===== config.mk =====
export PLATFORM = sky130hd
export DESIGN_NAME = vga_rect_plotter
export DESIGN_NICKNAME = d
export VERILOG_FILES = /design/src/rtl/vga_rect_plotter.sv
export SDC_FILE = /design/constraint.sdc
export NUM_CORES = 1
export LEC_CHECK = 0
export CAP_MARGIN = 10
export CORE_UTILIZATION = 40
export CTS_BUF_LIST = sky130_fd_sc_hd__clkbuf_8 sky130_fd_sc_hd__clkbuf_16
export DETAILED_ROUTE_END_ITERATION = 8
export HOLD_SLACK_MARGIN = 0.1
export PLACE_DENSITY = 0.72
export SLEW_MARGIN = 20
export SYNTH_ARGS = -nofsm -noshare
export SYNTH_HDL_FRONTEND = slang
export SYNTH_SLANG_ARGS = --single-unit
export TNS_END_PERCENT = 20

===== constraint.sdc =====
create_clock -name CLOCK_50 -period 8.38 [get_ports CLOCK_50]
set_input_delay 2.514 -clock CLOCK_50 [delete_from_list [all_inputs] [get_ports CLOCK_50]]
set_output_delay 2.514 -clock CLOCK_50 [all_outputs]
set_load 0.01 [all_outputs]

===== src/rtl/vga_rect_plotter.sv =====
// Rectangle pixel engine for the DESim VGA port: takes one fill/outline/clear
// command at a time and emits one pixel per clock in row-major order, clipped to the screen.
module vga_rect_plotter #(
  parameter int X_W      = 10,
  parameter int Y_W      = 9,
  parameter int COLOR_W  = 3,
  parameter int SCREEN_W = 640,
  parameter int SCREEN_H = 480
) (
  input  logic               CLOCK_50,
  input  logic               reset,
  input  logic               cmd_valid,
  output logic               cmd_ready,
  input  logic [1:0]         cmd_mode,
  input  logic [X_W-1:0]     cmd_x,
  input  logic [Y_W-1:0]     cmd_y,
  input  logic [X_W-1:0]     cmd_w,
  input  logic [Y_W-1:0]     cmd_h,
  input  logic [COLOR_W-1:0] cmd_color,
  output logic [X_W-1:0]     VGA_X,
  output logic [Y_W-1:0]     VGA_Y,
  output logic [COLOR_W-1:0] VGA_COLOR,
  output logic               plot,
  output logic               busy,
  output logic               done
);

  typedef enum logic [1:0] {IDLE, DRAW, DONE} state_t;

  localparam logic [X_W:0] SCR_W = (X_W+1)'(SCREEN_W);
  localparam logic [Y_W:0] SCR_H = (Y_W+1)'(SCREEN_H);

  state_t st, st_nx;

  logic [X_W-1:0]     x_q, w_q, dx, nxt_dx;
  logic [Y_W-1:0]     y_q, h_q, dy, nxt_dy;
  logic [COLOR_W-1:0] col_q;
  logic               outline_q;

  logic               is_clr, load, px_vld, last, nxt_plot, on_scr, sel;
  logic [X_W-1:0]     eff_x, eff_w, src_x, src_w;
  logic [Y_W-1:0]     eff_y, eff_h, src_y, src_h;
  logic [COLOR_W-1:0] src_col;
  logic               src_outline;
  logic [X_W:0]       sum_x;
  logic [Y_W:0]       sum_y;

  always_comb begin
    is_clr = (cmd_mode == 2'd2);
    eff_x  = is_clr ? '0 : cmd_x;
    eff_y  = is_clr ? '0 : cmd_y;
    eff_w  = is_clr ? X_W'(SCREEN_W) : cmd_w;
    eff_h  = is_clr ? Y_W'(SCREEN_H) : cmd_h;
    last   = (dx == w_q - X_W'(1)) && (dy == h_q - Y_W'(1));

    st_nx  = st;
    nxt_dx = dx;
    nxt_dy = dy;
    load   = 1'b0;
    px_vld = 1'b0;
    case (st)
      IDLE: if (cmd_valid) begin
        load   = 1'b1;
        nxt_dx = '0;
        nxt_dy = '0;
        if (eff_w == '0 || eff_h == '0) begin
          st_nx = DONE;
        end else begin
          st_nx  = DRAW;
          px_vld = 1'b1;
        end
      end
      DRAW: if (last) begin
        st_nx = DONE;
      end else begin
        px_vld = 1'b1;
        if (dx == w_q - X_W'(1)) begin
          nxt_dx = '0;
          nxt_dy = dy + Y_W'(1);
        end else begin
          nxt_dx = dx + X_W'(1);
        end
      end
      DONE: st_nx = IDLE;
      default: st_nx = IDLE;
    endcase

    // The pixel registered this edge comes from the live command on accept,
    // otherwise from the latched copy.
    src_x       = load ? eff_x : x_q;
    src_y       = load ? eff_y : y_q;
    src_w       = load ? eff_w : w_q;
    src_h       = load ? eff_h : h_q;
    src_col     = load ? cmd_color : col_q;
    src_outline = load ? (cmd_mode == 2'd1) : outline_q;

    sum_x    = {1'b0, src_x} + {1'b0, nxt_dx};
    sum_y    = {1'b0, src_y} + {1'b0, nxt_dy};
    on_scr   = (sum_x < SCR_W) && (sum_y < SCR_H);
    sel      = !src_outline || nxt_dx == '0 || nxt_dx == src_w - X_W'(1) ||
               nxt_dy == '0 || nxt_dy == src_h - Y_W'(1);
    nxt_plot = px_vld && on_scr && sel;
  end

  always_ff @(posedge CLOCK_50 or posedge reset) begin
    if (reset) begin
      st        <= IDLE;
      x_q       <= '0;
      y_q       <= '0;
      w_q       <= '0;
      h_q       <= '0;
      col_q     <= '0;
      outline_q <= 1'b0;
      dx        <= '0;
      dy        <= '0;
      VGA_X     <= '0;
      VGA_Y     <= '0;
      VGA_COLOR <= '0;
      plot      <= 1'b0;
      busy      <= 1'b0;
      done      <= 1'b0;
    end else begin
      st   <= st_nx;
      dx   <= nxt_dx;
      dy   <= nxt_dy;
      plot <= nxt_plot;
      busy <= (st_nx != IDLE);
      done <= (st_nx == DONE);
      if (load) begin
        x_q       <= eff_x;
        y_q       <= eff_y;
        w_q       <= eff_w;
        h_q       <= eff_h;
        col_q     <= cmd_color;
        outline_q <= (cmd_mode == 2'd1);
      end
      if (px_vld) begin
        VGA_X     <= sum_x[X_W-1:0];
        VGA_Y     <= sum_y[Y_W-1:0];
        VGA_COLOR <= src_col;
      end
    end
  end

  // Ready comes straight off the state register, gated so it reads 0 during reset.
  assign cmd_ready = !reset && (st == IDLE);

endmodule


==> summary.md <==
The run gives 0.005811 ns as the worst setup skew after layout. The cell area that synthesis handed to floorplanning was 0.006407 mm2. Counting along the longest clock path gives a buffer depth of 2. The met3 capacity usage during global routing is 0.03534. The layout overhead on the synthesized area was 18.84%. The min-delay analysis places its worst path in the category reg -> reg. The number of placed I/O pins is 72, and the number of distinct library cells after synthesis is 81.

For this run, the post-layout net count is 899. The number of non-filler instances in the completed layout was 1046. The tools report the post-CTS resize count as 0.

The cell taking the most area after synthesis was sky130_fd_sc_hd__dfrtp_1. The most used flip-flop cell after synthesis was sky130_fd_sc_hd__dfrtp_1. The final critical path time including I/O delays and setup is 6.539 ns, and the number of pins with negative max-slew slack in the final report is 0. Counting tap cells, the placed design contains a total of 1030 instances.

For the number of standard-cell rows in the floorplan, the log shows 45. TritonCTS built the clock tree. Setup violations remaining at the end of the flow were counted as 0. For the global placement routability congestion, the log shows 0.9170. The total area inside the core boundary comes to 0.01543 mm2.

The maximum achievable frequency is 152.9 MHz. The latest clock arrival within the worst-skew pair came out at 0.35 ns. The post-route fraction of the period consumed by the critical path is 0.7803, and the tightest slew margin relative to the limit is 0.2567. For the worst setup path, the data required time is 8.62 ns. The commonest non-fill, non-tap cell in the layout was sky130_fd_sc_hd__nand2_1.

Counting flops with a built-in enable in the synthesized netlist gives 0. The first global-routing pass estimated 29.45 mm of wire. The share of final-layout standard cells stronger than drive strength 1 was 0.07066; the storage element area was 0.002202 mm2. The routing layer with the top usage in global route was met2.

Buffers placed on the I/O ports in this run total 71. The part of the Yosys area used for sequential elements was 0.3437; the sum of negative setup slack was 0 ns. After clock tree synthesis, the clock-pin slew on the worst setup and hold paths is 0.06 ns.

The async set or reset register ratio after synthesis was 1.000; the final number of hold-violating endpoints was 0. In the routed design, unresolved DRC markers number 0. After synthesis, the cell types taking the most area are sky130_fd_sc_hd__dfrtp_1 34%, sky130_fd_sc_hd__nand2_1 7.0%, sky130_fd_sc_hd__xnor2_1 5.2%, sky130_fd_sc_hd__nand3_1 4.2%, sky130_fd_sc_hd__ha_1 4.1%.

The worst setup path is launched from a primary input. The tools report the number of nets in the synthesized netlist as 844. The analysis attributes to cell leakage a power of 3.327 nW. The total overflow left after global routing is 0. The run finished with clean final reports. The number of antenna violations at the first check in global routing was 0; the total wire length after detailed routing was 18.10 mm. The tools report the via count of the first global-routing pass as 5617. The setup path with the least slack is of type in -> reg. The run gives 0.002031 W as the total power after layout. Max-cap violations in this run came to 0.

The largest fanout of any net on the critical path works out to 22. STA classifies the critical path endpoint as a register. Counting the fill cells in the layout gives 1503. The number of clock buffers added by TritonCTS is 9. The detailed-routing iteration count for the pre-antenna-repair pass is 5.

The detail route stage leaves a number of antenna-violating nets equal to 0. Prior to clock tree synthesis, the placed netlist has a worst setup slack of 1.516 ns. Data arrives at the worst endpoint at 6.78 ns. The share of Yosys cell area claimed by the top area cell type came out at 0.3437. The tools report the total of hold buffers inserted after clock tree synthesis as 0. The clock tree synthesis step divided the H-tree into 3 levels. The area enclosed by the die boundary was 0.01653 mm2. In this run the vertical extent of the chip is 128.6 um.

Met1 routing resource usage after global routing: 0.3344. 0 antenna diodes ended up in the layout. For the pin with the worst max-slew slack, the measured transition is 1.110 ns. The die span in x is 128.6 um. The run gives 0.007615 mm2 as the finished layout cell area. The logs give 0.007302 mm2 for the area after detailed placement and 0.3510 for the global routing usage on met2.

The estimated wirelength of the detail-placed design came out at 13.42 mm. CTS placed an instance of sky130_fd_sc_hd__clkbuf_16 at the clock tree root. In the synthesized netlist, the number of instances is 775.

The number of setup buffers added after CTS is 0. Clock tree synthesis found a total of 88 sinks. Setup repair after global routing left no endpoint under its margin.

The run gives 0 as the number of warning messages in the yosys log. Using the TritonRoute via totals, the vias-per-cell ratio works out to 5.767. The effective utilization at floorplan was 0.4153; the count of routing violations after the opening detailed-route iteration was 581. The detailed router placed 6032 vias in this run.

The mean area per synthesized cell came out at 8.268 um2. Setup slack closes at 1.841 ns. Counting flops and latches in the post-synthesis netlist gives 88.

Power spread over the standard cell area amounts to 266.7 mW/mm2. Across the VDD grid, the largest voltage drop is 0.1836 mV. Entering global routing, the biggest net connects 63 pins.

The top cell types in the final layout, fill and taps aside, are 119 x sky130_fd_sc_hd__nand2_1, 88 x sky130_fd_sc_hd__dfrtp_1, 71 x sky130_fd_sc_hd__clkdlybuf4s50_1, 54 x sky130_fd_sc_hd__nor2_1, 54 x sky130_fd_sc_hd__nand3_1. The global-route usage over all layers was 0.2299; the area used by multi-input combinational logic was 0.003880 mm2. The average wire per standard cell came out at 17.30 um.
## final cells by class
class                      count  share of cell area
multi-input combinational    607              0.5095
sequential                    88              0.2892
timing repair buffer          83              0.1052
inverter                      41             0.02037
clock inverter                 7             0.01150
tap                          211             0.03467
clock buffer                   9             0.02958
## layer usage
layer,up-vias,share of wire
li1,2881,-
met1,2876,0.47
met2,252,0.44
met3,23,0.075
met4,0,0.015
met5,-,0
## cells by family (layout without fill, tap and decap cells)
group / count (synthesis) / after routing / share of synthesized area
flops: 88 / 88 / 0.3437
mux: 17 / 17 / 0.02753
buf+inv: 80 / 140 / 0.05155
simple gates: 345 / 345 / 0.2671
compound gates: 159 / 159 / 0.1744
xor+xnor: 63 / 63 / 0.08846
fa+ha+maj: 23 / 23 / 0.04726
## worst paths after layout
path / startpoint / end / slack (ns) / cells past startpoint
min in group asynchronous: reset / dx[7] / 2.51 / 2
max in group asynchronous: reset / y_q[3] / 4.66 / 3
max reg2reg: w_q[0] / plot / 2.30 / 20
min reg2reg: col_q[1] / col_q[1] / 0.47 / 2
max: cmd_valid / plot / 1.84 / 15
min: col_q[1] / col_q[1] / 0.47 / 2
## flip-flops by register name (all words and copies together) (netlist names), 9 cells and up
name   cells
y_q        9
x_q       10
w_q       10
dy         9
VGA_Y      9
VGA_X     10
h_q        9
dx        10
## cell usage after synthesis, types with 4 or more instances
| master | number |
|---|---|
| sky130_fd_sc_hd__mux2i_1 | 12 |
| sky130_fd_sc_hd__o2111ai_1 | 6 |
| sky130_fd_sc_hd__a21oi_1 | 38 |
| sky130_fd_sc_hd__dfrtp_1 | 88 |
| sky130_fd_sc_hd__nor4_1 | 13 |
| sky130_fd_sc_hd__a21o_1 | 4 |
| sky130_fd_sc_hd__nand3_1 | 54 |
| sky130_fd_sc_hd__and2_1 | 8 |
| sky130_fd_sc_hd__or3_1 | 8 |
| sky130_fd_sc_hd__a31oi_1 | 16 |
| sky130_fd_sc_hd__nand4_1 | 10 |
| sky130_fd_sc_hd__buf_1 | 6 |
| sky130_fd_sc_hd__nor2b_1 | 9 |
| sky130_fd_sc_hd__inv_1 | 39 |
| sky130_fd_sc_hd__o21ai_0 | 26 |
| sky130_fd_sc_hd__and3_1 | 9 |
| sky130_fd_sc_hd__nand2b_1 | 6 |
| sky130_fd_sc_hd__clkbuf_1 | 26 |
| sky130_fd_sc_hd__xor2_1 | 24 |
| sky130_fd_sc_hd__nor2_1 | 54 |
| sky130_fd_sc_hd__a211oi_1 | 5 |
| sky130_fd_sc_hd__nor3b_1 | 5 |
| sky130_fd_sc_hd__o211ai_1 | 8 |
| sky130_fd_sc_hd__nor3_1 | 19 |
| sky130_fd_sc_hd__o31ai_1 | 5 |
| sky130_fd_sc_hd__nand2_1 | 119 |
| sky130_fd_sc_hd__o21a_1 | 6 |
| sky130_fd_sc_hd__o311ai_0 | 4 |
| sky130_fd_sc_hd__or2_2 | 9 |
| sky130_fd_sc_hd__xnor2_1 | 38 |
| sky130_fd_sc_hd__mux2_2 | 5 |
| sky130_fd_sc_hd__ha_1 | 21 |
## worst max-delay path: stages
cell and delay, ns:
sky130_fd_sc_hd__clkdlybuf4s50_1 0.49, sky130_fd_sc_hd__o21bai_1 0.07, sky130_fd_sc_hd__buf_4 0.18, sky130_fd_sc_hd__inv_1 0.14, sky130_fd_sc_hd__nand2_1 0.56, sky130_fd_sc_hd__nand2_1 0.25
sky130_fd_sc_hd__nand2_1 0.18, sky130_fd_sc_hd__nor3_1 0.28, sky130_fd_sc_hd__nor4b_1 0.63, sky130_fd_sc_hd__mux2i_1 0.25, sky130_fd_sc_hd__mux2i_1 0.09, sky130_fd_sc_hd__mux2_2 0.27
sky130_fd_sc_hd__a211o_1 0.24, sky130_fd_sc_hd__o311a_1 0.34, sky130_fd_sc_hd__a2111oi_2 0.28
## power by group
part / leakage, nW / internal (W) / switching, W
sequential: 1.07 / 0.000520 / 0.000107
combinational: 2.09 / 0.000442 / 0.000530
clock: 0.160 / 0.000259 / 0.000172
total: 3.33 / 0.00122 / 0.000809
## per-stage QoR
step	utilization	hold slack [ns]
after floorplan	-	0.4358
after global placement	0.4733	0.4526
final	0.4936	0.4678
after global routing	0.4936	0.4917
after detailed placement	0.4733	0.4586
after CTS	0.4936	0.4760
No activity file was read; power rests on OpenSTA's default activity.
